## config.mk

```make
export PLATFORM = sky130hd
export DESIGN_NAME = aula2910_qsys_mem_fill_check_flat
export DESIGN_NICKNAME = d
export VERILOG_FILES = /design/src/rtl/aula2910_qsys_mem_fill_check_if.sv /design/src/rtl/aula2910_qsys_mem_fill_check.sv /design/src/flat_wrapper.sv
export SDC_FILE = /design/constraint.sdc
export NUM_CORES = 1
export LEC_CHECK = 0
export BUFFER_PORTS_ARGS = -buffer_cell sky130_fd_sc_hd__buf_4
export CAP_MARGIN = 30
export CORE_ASPECT_RATIO = 1.5
export CORE_MARGIN = 2
export CORE_UTILIZATION = 48
export CTS_CLUSTER_SIZE = 30
export DETAILED_ROUTE_END_ITERATION = 10
export HOLD_SLACK_MARGIN = 0.02
export PLACE_DENSITY = 0.69
export SLEW_MARGIN = 10
export SYNTH_ARGS = -nofsm -noshare
export SYNTH_HDL_FRONTEND = slang
export SYNTH_SLANG_ARGS = --single-unit
export TNS_END_PERCENT = 100
```

## constraint.sdc

```tcl
create_clock -name i_clk -period 3.22 [get_ports i_clk]
set_clock_uncertainty 0.1 [all_clocks]
set_input_delay 0.966 -clock i_clk [delete_from_list [all_inputs] [get_ports i_clk]]
set_output_delay 0.966 -clock i_clk [all_outputs]
set_load 0.02 [all_outputs]
```

## src/rtl/aula2910_qsys_mem_fill_check_if.sv

```systemverilog
// Avalon-MM bus between the fill/check master and the s1 port of the on-chip RAM.
// The master modport drives the RAM; the slave modport returns read data.
interface aula2910_qsys_mem_fill_check_if #(
   parameter int ADDR_W = 14,
   parameter int DATA_W = 32
);
   logic [ADDR_W-1:0]   mem_address;
   logic [DATA_W/8-1:0] mem_byteenable;
   logic                mem_chipselect;
   logic                mem_write;
   logic [DATA_W-1:0]   mem_writedata;
   logic                mem_clken;
   logic [DATA_W-1:0]   mem_readdata;

   modport master (
      output mem_address, mem_byteenable, mem_chipselect, mem_write, mem_writedata, mem_clken,
      input  mem_readdata
   );

   modport slave (
      input  mem_address, mem_byteenable, mem_chipselect, mem_write, mem_writedata, mem_clken,
      output mem_readdata
   );
endinterface

```

## src/rtl/aula2910_qsys_mem_fill_check.sv

```systemverilog
// Board self-test master: fills a RAM word range with a pattern, reads it back and counts mismatches.
// Optional macro MEMCHK_FIRST_ERR_EN adds capture of the first failing address and read data.
module aula2910_qsys_mem_fill_check #(
   parameter int ADDR_W = 14,
   parameter int DATA_W = 32,
   parameter int DEPTH  = 10240,
   parameter int ERR_W  = 16
) (
   input  logic                i_clk,
   input  logic                i_reset_n,
   input  logic                i_start,
   input  logic [ADDR_W-1:0]   i_base,
   input  logic [ADDR_W:0]     i_count,
   input  logic [DATA_W-1:0]   i_seed,
   input  logic                i_mode,
   output logic                o_busy,
   output logic                o_done,
   output logic [ERR_W-1:0]    o_error_count,
`ifdef MEMCHK_FIRST_ERR_EN
   output logic [ADDR_W-1:0]   o_first_err_addr,
   output logic [DATA_W-1:0]   o_first_err_data,
`endif
   aula2910_qsys_mem_fill_check_if.master m_mem
);

   localparam int             BE_W    = DATA_W / 8;
   localparam logic [ADDR_W:0] DEPTH_W = (ADDR_W + 1)'(DEPTH);

   typedef enum logic [2:0] {S_IDLE, S_FILL, S_VERIFY, S_DRAIN, S_DONE} state_t;

   state_t            r_state;
   logic [ADDR_W-1:0] r_base;
   logic [ADDR_W-1:0] r_addr;
   logic [ADDR_W-1:0] r_cmpAddr;
   logic [ADDR_W:0]   r_count;
   logic [ADDR_W:0]   r_idx;
   logic [DATA_W-1:0] r_seed;
   logic [DATA_W-1:0] r_wdata;
   logic [DATA_W-1:0] r_rdExp;
   logic [DATA_W-1:0] r_cmpExp;
   logic              r_mode;
   logic              r_cs;
   logic              r_we;
   logic              r_busy;
   logic              r_done;
   logic              r_cmpValid;
   logic [ERR_W-1:0]  r_err;
`ifdef MEMCHK_FIRST_ERR_EN
   logic [ADDR_W-1:0] r_firstAddr;
   logic [DATA_W-1:0] r_firstData;
`endif

   logic [ADDR_W:0]   w_baseWide;
   logic [ADDR_W-1:0] w_baseIn;
   logic [ADDR_W:0]   w_countIn;
   logic [ADDR_W-1:0] w_addrNext;
   logic [DATA_W-1:0] w_pattern;
   logic              w_mismatch;

   // The base port is narrower than twice DEPTH, so one conditional subtract reduces it.
   assign w_baseWide = {1'b0, i_base};
   assign w_baseIn   = (w_baseWide >= DEPTH_W) ? ADDR_W'(w_baseWide - DEPTH_W) : i_base;
   assign w_countIn  = (i_count > DEPTH_W) ? DEPTH_W : i_count;
   assign w_addrNext = ({1'b0, r_addr} == DEPTH_W - 1'b1) ? '0 : r_addr + ADDR_W'(1);
   assign w_pattern  = r_mode ? r_seed + DATA_W'(r_idx) : r_seed;
   assign w_mismatch = r_cmpValid && (m_mem.mem_readdata != r_cmpExp);

   assign m_mem.mem_address    = r_addr;
   assign m_mem.mem_byteenable = {BE_W{r_cs}};
   assign m_mem.mem_chipselect = r_cs;
   assign m_mem.mem_write      = r_we;
   assign m_mem.mem_writedata  = r_wdata;
   assign m_mem.mem_clken      = r_busy;

   assign o_busy        = r_busy;
   assign o_done        = r_done;
   assign o_error_count = r_err;
`ifdef MEMCHK_FIRST_ERR_EN
   assign o_first_err_addr = r_firstAddr;
   assign o_first_err_data = r_firstData;
`endif

   // r_idx always holds the index of the next access to issue; expected read data
   // trails the issued read by one cycle to line up with the RAM's registered address.
   always_ff @(posedge i_clk or negedge i_reset_n) begin
      if (!i_reset_n) begin
         r_state    <= S_IDLE;
         r_base     <= '0;
         r_addr     <= '0;
         r_cmpAddr  <= '0;
         r_count    <= '0;
         r_idx      <= '0;
         r_seed     <= '0;
         r_wdata    <= '0;
         r_rdExp    <= '0;
         r_cmpExp   <= '0;
         r_mode     <= 1'b0;
         r_cs       <= 1'b0;
         r_we       <= 1'b0;
         r_busy     <= 1'b0;
         r_done     <= 1'b0;
         r_cmpValid <= 1'b0;
         r_err      <= '0;
`ifdef MEMCHK_FIRST_ERR_EN
         r_firstAddr <= '0;
         r_firstData <= '0;
`endif
      end else begin
         r_done     <= 1'b0;
         r_cmpValid <= r_cs && !r_we;
         r_cmpExp   <= r_rdExp;
         r_cmpAddr  <= r_addr;

         if (w_mismatch) begin
            if (r_err != '1) begin
               r_err <= r_err + ERR_W'(1);
            end
`ifdef MEMCHK_FIRST_ERR_EN
            if (r_err == '0) begin
               r_firstAddr <= r_cmpAddr;
               r_firstData <= m_mem.mem_readdata;
            end
`endif
         end

         case (r_state)
            S_IDLE: begin
               if (i_start) begin
                  r_err <= '0;
`ifdef MEMCHK_FIRST_ERR_EN
                  r_firstAddr <= '0;
                  r_firstData <= '0;
`endif
                  if (i_count == '0) begin
                     r_done <= 1'b1;
                  end else begin
                     r_state <= S_FILL;
                     r_base  <= w_baseIn;
                     r_count <= w_countIn;
                     r_seed  <= i_seed;
                     r_mode  <= i_mode;
                     r_busy  <= 1'b1;
                     r_cs    <= 1'b1;
                     r_we    <= 1'b1;
                     r_addr  <= w_baseIn;
                     r_wdata <= i_seed;
                     r_idx   <= (ADDR_W + 1)'(1);
                  end
               end
            end
            S_FILL: begin
               if (r_idx == r_count) begin
                  r_state <= S_VERIFY;
                  r_we    <= 1'b0;
                  r_addr  <= r_base;
                  r_wdata <= '0;
                  r_rdExp <= r_seed;
                  r_idx   <= (ADDR_W + 1)'(1);
               end else begin
                  r_addr  <= w_addrNext;
                  r_wdata <= w_pattern;
                  r_idx   <= r_idx + 1'b1;
               end
            end
            S_VERIFY: begin
               if (r_idx == r_count) begin
                  r_state <= S_DRAIN;
                  r_cs    <= 1'b0;
                  r_addr  <= '0;
                  r_rdExp <= '0;
               end else begin
                  r_addr  <= w_addrNext;
                  r_rdExp <= w_pattern;
                  r_idx   <= r_idx + 1'b1;
               end
            end
            S_DRAIN: begin
               r_state <= S_DONE;
               r_busy  <= 1'b0;
               r_done  <= 1'b1;
               r_idx   <= '0;
            end
            S_DONE: begin
               r_state <= S_IDLE;
            end
            default: begin
               r_state <= S_IDLE;
            end
         endcase
      end
   end

endmodule

```

## src/flat_wrapper.sv

```systemverilog
// flat-port wrapper written by rule: the top's interface ports become plain ports
module aula2910_qsys_mem_fill_check_flat 
#(
   parameter int ADDR_W = 14,
   parameter int DATA_W = 32,
   parameter int DEPTH  = 10240,
   parameter int ERR_W  = 16
)
  (i_clk, i_reset_n, i_start, i_base, i_count, i_seed, i_mode, o_busy, o_done, o_error_count, m_mem_mem_address, m_mem_mem_byteenable, m_mem_mem_chipselect, m_mem_mem_write, m_mem_mem_writedata, m_mem_mem_clken, m_mem_mem_readdata);
  aula2910_qsys_mem_fill_check_if #(.ADDR_W(ADDR_W), .DATA_W(DATA_W)) m_mem_i ();
  input  logic i_clk;
  input  logic i_reset_n;
  input  logic i_start;
  input  logic [ADDR_W-1:0] i_base;
  input  logic [ADDR_W:0] i_count;
  input  logic [DATA_W-1:0] i_seed;
  input  logic i_mode;
  output logic o_busy;
  output logic o_done;
  output logic [ERR_W-1:0] o_error_count;
  output wire logic [$bits(m_mem_i.mem_address)-1:0] m_mem_mem_address;
  output wire logic [$bits(m_mem_i.mem_byteenable)-1:0] m_mem_mem_byteenable;
  output wire logic [$bits(m_mem_i.mem_chipselect)-1:0] m_mem_mem_chipselect;
  output wire logic [$bits(m_mem_i.mem_write)-1:0] m_mem_mem_write;
  output wire logic [$bits(m_mem_i.mem_writedata)-1:0] m_mem_mem_writedata;
  output wire logic [$bits(m_mem_i.mem_clken)-1:0] m_mem_mem_clken;
  input wire logic [$bits(m_mem_i.mem_readdata)-1:0] m_mem_mem_readdata;
  assign m_mem_mem_address = m_mem_i.mem_address;
  assign m_mem_mem_byteenable = m_mem_i.mem_byteenable;
  assign m_mem_mem_chipselect = m_mem_i.mem_chipselect;
  assign m_mem_mem_write = m_mem_i.mem_write;
  assign m_mem_mem_writedata = m_mem_i.mem_writedata;
  assign m_mem_mem_clken = m_mem_i.mem_clken;
  assign m_mem_i.mem_readdata = m_mem_mem_readdata;
  aula2910_qsys_mem_fill_check #(.ADDR_W(ADDR_W), .DATA_W(DATA_W), .DEPTH(DEPTH), .ERR_W(ERR_W)) u_core (.i_clk(i_clk), .i_reset_n(i_reset_n), .i_start(i_start), .i_base(i_base), .i_count(i_count), .i_seed(i_seed), .i_mode(i_mode), .o_busy(o_busy), .o_done(o_done), .o_error_count(o_error_count), .m_mem(m_mem_i));
endmodule
```

==> impl_metrics.toml, run 1 <==
[worst_setup_path]
path_cells = "ha_1 -> a21oi_1 -> nand2_1 -> a211oi_1 -> o211ai_2 -> buf_4 -> and2_1 -> a222oi_1 -> nand2_1"
startpoint_type = "flip-flop"
crit_buf_inv = 1
cp_common_cell = "nand2_1"
cp.required_ns = 3.51
cp-startpoint = "u_core.r_idx[10]$_DFFE_PN0P_"
critical-path-top-delay-family = "compound AO/OA/AOI/OAI gates"
critPathMaxFanout = 7
crit_path_top_delay_cell = "dfrtp_1"
ff2ff_path_depth = 9
r2r_setup_slack_ns = 0.35
rr_endpoint = "u_core.m_mem.mem_writedata[23]$_DFFE_PN0P_"
crit_path_max_incr_delay_ns = 0.46
critPathArrivalTime_ns = 3.16
end_kind = "flip-flop"
crit_type = "flip-flop to flip-flop"
r2r-start = "u_core.r_idx[10]$_DFFE_PN0P_"

[synth]
netlist_top_cells_count = "248 x nand2_1, 211 x dfrtp_1, 54 x nor2_1, 54 x xnor2_1, 53 x o21ai_0"
syn_avg_cell_area_sq_um = 9.42
synth_top_area_cell = "dfrtp_1"
synth_area_leaders = "dfrtp_1 48%, nand2_1 8.4%, xnor2_1 4.3%"
yosys_most_used_dff = "dfrtp_1"
yosysWarnings = 0
synth_area_sq_mm = 0.0110
synth_most_common_cell = "nand2_1"
yosysUniqueCellTypes = 80
synth_edf_count = 0
synth_top_area_share_pct = 47.9
ys_async_sr_fraction_pct = 100
syn_nets = 1288
syn_inst = 1171
ys_ff_latch = 211
ys_seq_area_share_pct = 47.9

[clock_network]
cts.sinks = 211
cts_made_buffers = 21
cts.path.max_buffers = 3
cts_tree = "yes"
clock_tree.root_cell = "clkbuf_16"
ctsResizeCount = 0
ctsHoldBuffers = 0
insertion_delay_ns = 0.51
cts_max_level = 1
clkSlewWorstSetupHoldPaths_ns = 0.06
cts_setup_buffers = 0

[floorplan]
die_h_um = 190
die_area_sq_mm = 0.0242
initial_utilization_pct = 49.1
num_io_pins = 168
die_w_um = 128
core_sq_mm = 0.0225
rows = 67

[cells_and_area]
antenna_cells = 0
final_layout_size_suffix_gt1_share_pct = 20.1
fin_cells = 1626
synthToLayoutAreaGrowth_pct = 21.3
final_core_utilization_pct = 59.5
layout.nets = 1456

[timing]
fin_tns_setup_ns = 0
min_period_ns = 2.87
slew_headroom_pct = 33.7
hold_viol = 0
clock.fmax_mhz = 348
setup_slack_ns = 0.350
whs_ns = 0.272
setup_viol = 0
worstMarginPinSlew_ns = 0.987
drv_slew = 0
rsz0062_at_grt = "false"
min_period_over_period_pct = 89.1

[detailed_routing]
wire_per_inst_um = 19.9
drt_iter0_drc = 678
finalWirelength_um = 32300
drc_errors = 0
final_antenna_net_count = 0
vias = 9658
viasPerCell = 5.94
firstDrtPassIters = 6

[place]
gp_congestion = 0.923
dp_hpwl_um = 23800
dpl.cell_count = 1592
pre_cts_ws_ns = 0.204
io_buffers = 167

[grt]
grt_max_degree = 74
antenna_found_initial = 0
grt_pass1_vias = 9777
grt_pass1_wl_um = 51900
track_usage_pct = 26.9
gr-total-overflow = 0

[min_path]
hp-class = "flip-flop to flip-flop"
min_from = "u_core.r_rdExp[29]$_DFFE_PN0P_"
hold_depth = 0
min_to = "u_core.r_cmpExp[29]$_DFF_PN0_"

[job]
maxCapViolations = 0

[power]
vdd_drop_max_mv = 0.404
power_density_mw_per_mm2 = 857
power.leakage_nw = 6.21

[outcome]
status = "completed"
placed cells by master, fill, tap and decap left out, types with 8 or more instances in the layout:
cell,count
a21oi_1,45
xnor2_1,54
nand2b_1,8
a211oi_1,8
o22ai_1,11
mux2i_1,13
clkbuf_16,21
nor4_1,13
buf_4,200
a21o_1,13
ha_1,19
nand3_1,26
o211ai_1,30
o21ai_1,21
and2_1,9
a222oi_1,9
dfrtp_1,211
o21ai_0,53
and3_1,16
nand2_1,247
a31oi_1,16
a221o_1,18
inv_1,24
nor3_1,24
nand4_1,24
xor2_1,28
nor2_1,53
worst max-delay path by stage:
stage	slack, ns	to	depth (start not counted)
2_1_floorplan	0.60	u_core.r_rdExp[20]$_DFFE_PN0P_	8
3_3_place_gp	0.26	u_core.m_mem.mem_writedata[23]$_DFFE_PN0P_	7
3_5_place_dp	0.20	u_core.m_mem.mem_writedata[13]$_DFFE_PN0P_	7
4_1_cts	0.38	u_core.m_mem.mem_writedata[12]$_DFFE_PN0P_	9
5_1_grt	0.18	u_core.r_rdExp[30]$_DFFE_PN0P_	9
6_report	0.35	u_core.m_mem.mem_writedata[23]$_DFFE_PN0P_	9
sequential cells by signal, summed over array words and instances, names as in the netlist, 15 cells and up:
name	cells
u_core.r_idx	15
u_core.m_mem.mem_writedata	32
u_core.o_error_count	16
u_core.r_count	15
u_core.r_cmpExp	32
u_core.r_rdExp	32
u_core.r_seed	32
cell type report:
class,count,area (sq um)
Fill cell,1937,9090
Inverter,25,93.8
Sequential cell,211,5280
Clock buffer,30,579
Clock inverter,4,98.8
Timing Repair Buffer,206,1610
Tap cell,276,345
Multi-Input combinational cell,874,5360
metal layers:
layer	global-route usage, %	routed length [um]	vias up	share of wire, %
li1	-	-	4550	-
met1	33.3	12600	4650	39
met2	48.0	16700	383	52
met3	3.12	1910	75	5.9
met4	10.1	1070	0	3.3
met5	0	0	-	0
kinds of logic after synthesis:
kind of cell	share of synthesized area [%]
mux	1.69
simple gates	20.3
fa+ha+maj	2.44
buf+inv	3.54
xor+xnor	6.51
flops	47.9
compound gates	17.6
through the flow:
stage | instance area [sq um] | total power [W]
after global placement | 12700 | 0.00885
after global routing | 13400 | 0.0122
after floorplan | 11000 | 0.00725
final | 13400 | 0.0115
after CTS | 13400 | 0.0115
after detailed placement | 12700 | 0.00896
report_power, final:
group	internal, W	switching (W)
sequential	0.00354	0.00100
clock	0.00148	0.00103
combinational	0.00196	0.00245
total	0.00698	0.00448
Note: power is estimated with default switching activity, not from simulation.
==> run 2, diff against run 1 <==
--- a/config.mk
+++ b/config.mk
@@ -5,7 +5,7 @@
 export SDC_FILE = /design/constraint.sdc
 export NUM_CORES = 1
 export LEC_CHECK = 0
-export BUFFER_PORTS_ARGS = -buffer_cell sky130_fd_sc_hd__buf_4
+export BUFFER_PORTS_ARGS = -buffer_cell sky130_fd_sc_hd__buf_2
 export CAP_MARGIN = 30
 export CORE_ASPECT_RATIO = 1.5
 export CORE_MARGIN = 2
==> run 2 against run 1 <==
Critical path depth fell by 2. Routed wire length rose by 0.77%. Setup slack got worse by 0.045 ns. Combinational power fell by 4%. Sequential share of layout area rose by 0.97 points. Count of clock-buffer cells in the layout fell by 2. First-iteration DRC count fell by 9.4%. Total power fell by 1.1%. Cell area fell by 2.4%. Critical endpoint is now u_core.r_rdExp[31]$_DFFE_PN0P_. Largest cell class unchanged. Highest routed layer is now met5.
==> impl_metrics.toml, run 2 (synthesis results as in run 1) <==
[min_path]
hp-class = "flip-flop to flip-flop"

[detailed_routing]
drt_iter0_drc = 614
drc_errors = 0
wire_per_inst_um = 19.9
viasPerCell = 5.90
final_antenna_net_count = 0
firstDrtPassIters = 7
vias = 9665
finalWirelength_um = 32500

[timing]
drv_slew = 0
slew_headroom_pct = 37.2
worstMarginPinSlew_ns = 0.935
setup_slack_ns = 0.304
whs_ns = 0.279
min_period_over_period_pct = 90.5
rsz0062_at_grt = "false"
setup_viol = 0
hold_viol = 0
min_period_ns = 2.92
clock.fmax_mhz = 343
fin_tns_setup_ns = 0

[worst_setup_path]
critPathArrivalTime_ns = 3.22
end_kind = "flip-flop"
startpoint_type = "flip-flop"
crit_type = "flip-flop to flip-flop"
cp.required_ns = 3.52
critPathMaxFanout = 9

[place]
gp_congestion = 0.908
dp_hpwl_um = 24100
pre_cts_ws_ns = 0.331
dpl-instance-area_sq_mm = 0.0123
io_buffers = 167

[clock_network]
cts_setup_buffers = 0
cts_tree = "yes"
cts.sinks = 211
cts_max_level = 1
ctsResizeCount = 0
insertion_delay_ns = 0.52
clkSlewWorstSetupHoldPaths_ns = 0.07
cts_made_buffers = 21
ctsHoldBuffers = 0
clock_tree.root_cell = "clkbuf_16"
cts.path.max_buffers = 3

[grt]
gr-total-overflow = 0
grt_max_degree = 70
track_usage_pct = 27.0
grt_pass1_wl_um = 51800
grt_pass1_vias = 9568
antenna_found_initial = 1

[power]
vdd_drop_max_mv = 0.500
power.leakage_nw = 6.14
power_density_mw_per_mm2 = 868

[cells_and_area]
layout.nets = 1463
layout_common_cells = "247 x nand2_1, 211 x dfrtp_1, 166 x buf_2"
final_cell_area_sq_mm = 0.0131
n_fill_cell = 2030
final_common_cell = "nand2_1"
final_layout_size_suffix_gt1_share_pct = 21.0
synthToLayoutAreaGrowth_pct = 18.4
antenna_cells = 0
final_core_utilization_pct = 58.1

[floorplan]
die_w_um = 128
die_h_um = 190
die_area_sq_mm = 0.0242
initial_utilization_pct = 49.1
num_io_pins = 168
rows = 67
core_sq_mm = 0.0225

[outcome]
status = "completed"

[job]
maxCapViolations = 0
-- run 2: changes by cell type in the layout (fill, tap and decap cells not counted) --
cell and change:
buf_2 +166, clkinv_2 +3, clkbuf_8 +1, clkbuf_1 -3
buf_4 -159, clkinv_4 +3
-- run 2: per-stage QoR --
step | total power, W | instances
4_1_cts | 0.0114 | 1637
2_1_floorplan | 0.00725 | 1171
3_3_place_gp | 0.00864 | 1598
3_5_place_dp | 0.00874 | 1599
5_1_grt | 0.0120 | 1637
6_report | 0.0113 | 1637
-- run 2: critical path, stage by stage (launching register included) --
cell	delay [ns]
dfrtp_1	0.46
ha_1	0.47
and3_1	0.22
nand3_1	0.14
o211ai_2	0.49
nand3_2	0.28
o311a_1	0.40
a221o_1	0.26
-- run 2: area by class of cell --
class	instances	area [sq um]	area share, %
Multi-Input combinational cell	874	5360	41.1
Sequential cell	211	5280	40.5
Timing Repair Buffer	213	1250	9.56
Clock buffer	28	582	4.46
Tap cell	276	345	2.65
Clock inverter	10	140	1.07
Inverter	25	93.8	0.719
-- run 2: routing by layer --
metal | track usage (%) | wire length (um) | vias up
met5 | 0 | 13 | -
met4 | 8.20 | 895 | 2
met3 | 2.64 | 1520 | 54
met2 | 49.0 | 17100 | 319
met1 | 33.9 | 13000 | 4720
li1 | - | - | 4570
-- run 2: final timing paths --
check	startpoint	endpoint	slack, ns	cells past startpoint
worst max-delay path	u_core.r_idx[8]$_DFFE_PN0P_	u_core.r_rdExp[31]$_DFFE_PN0P_	0.30	7
worst min-delay path	u_core.r_rdExp[6]$_DFFE_PN0P_	u_core.r_cmpExp[6]$_DFF_PN0_	0.28	0
worst max register to register	u_core.r_idx[8]$_DFFE_PN0P_	u_core.r_rdExp[31]$_DFFE_PN0P_	0.30	7
worst min register to register	u_core.r_rdExp[6]$_DFFE_PN0P_	u_core.r_cmpExp[6]$_DFF_PN0_	0.28	0
max in group asynchronous	i_reset_n	u_core.m_mem.mem_address[1]$_DFFE_PN0P_	1.91	2
min in group asynchronous	i_reset_n	u_core.r_cmpExp[14]$_DFF_PN0_	0.38	1
-- run 2: report_power, final --
| part | internal (W) | switching, W | total [W] |
|---|---|---|---|
| sequential | 0.00354 | 0.000975 | 0.00451 |
| combinational | 0.00175 | 0.00247 | 0.00422 |
| clock | 0.00152 | 0.00107 | 0.00260 |
| total | 0.00681 | 0.00452 | 0.0113 |
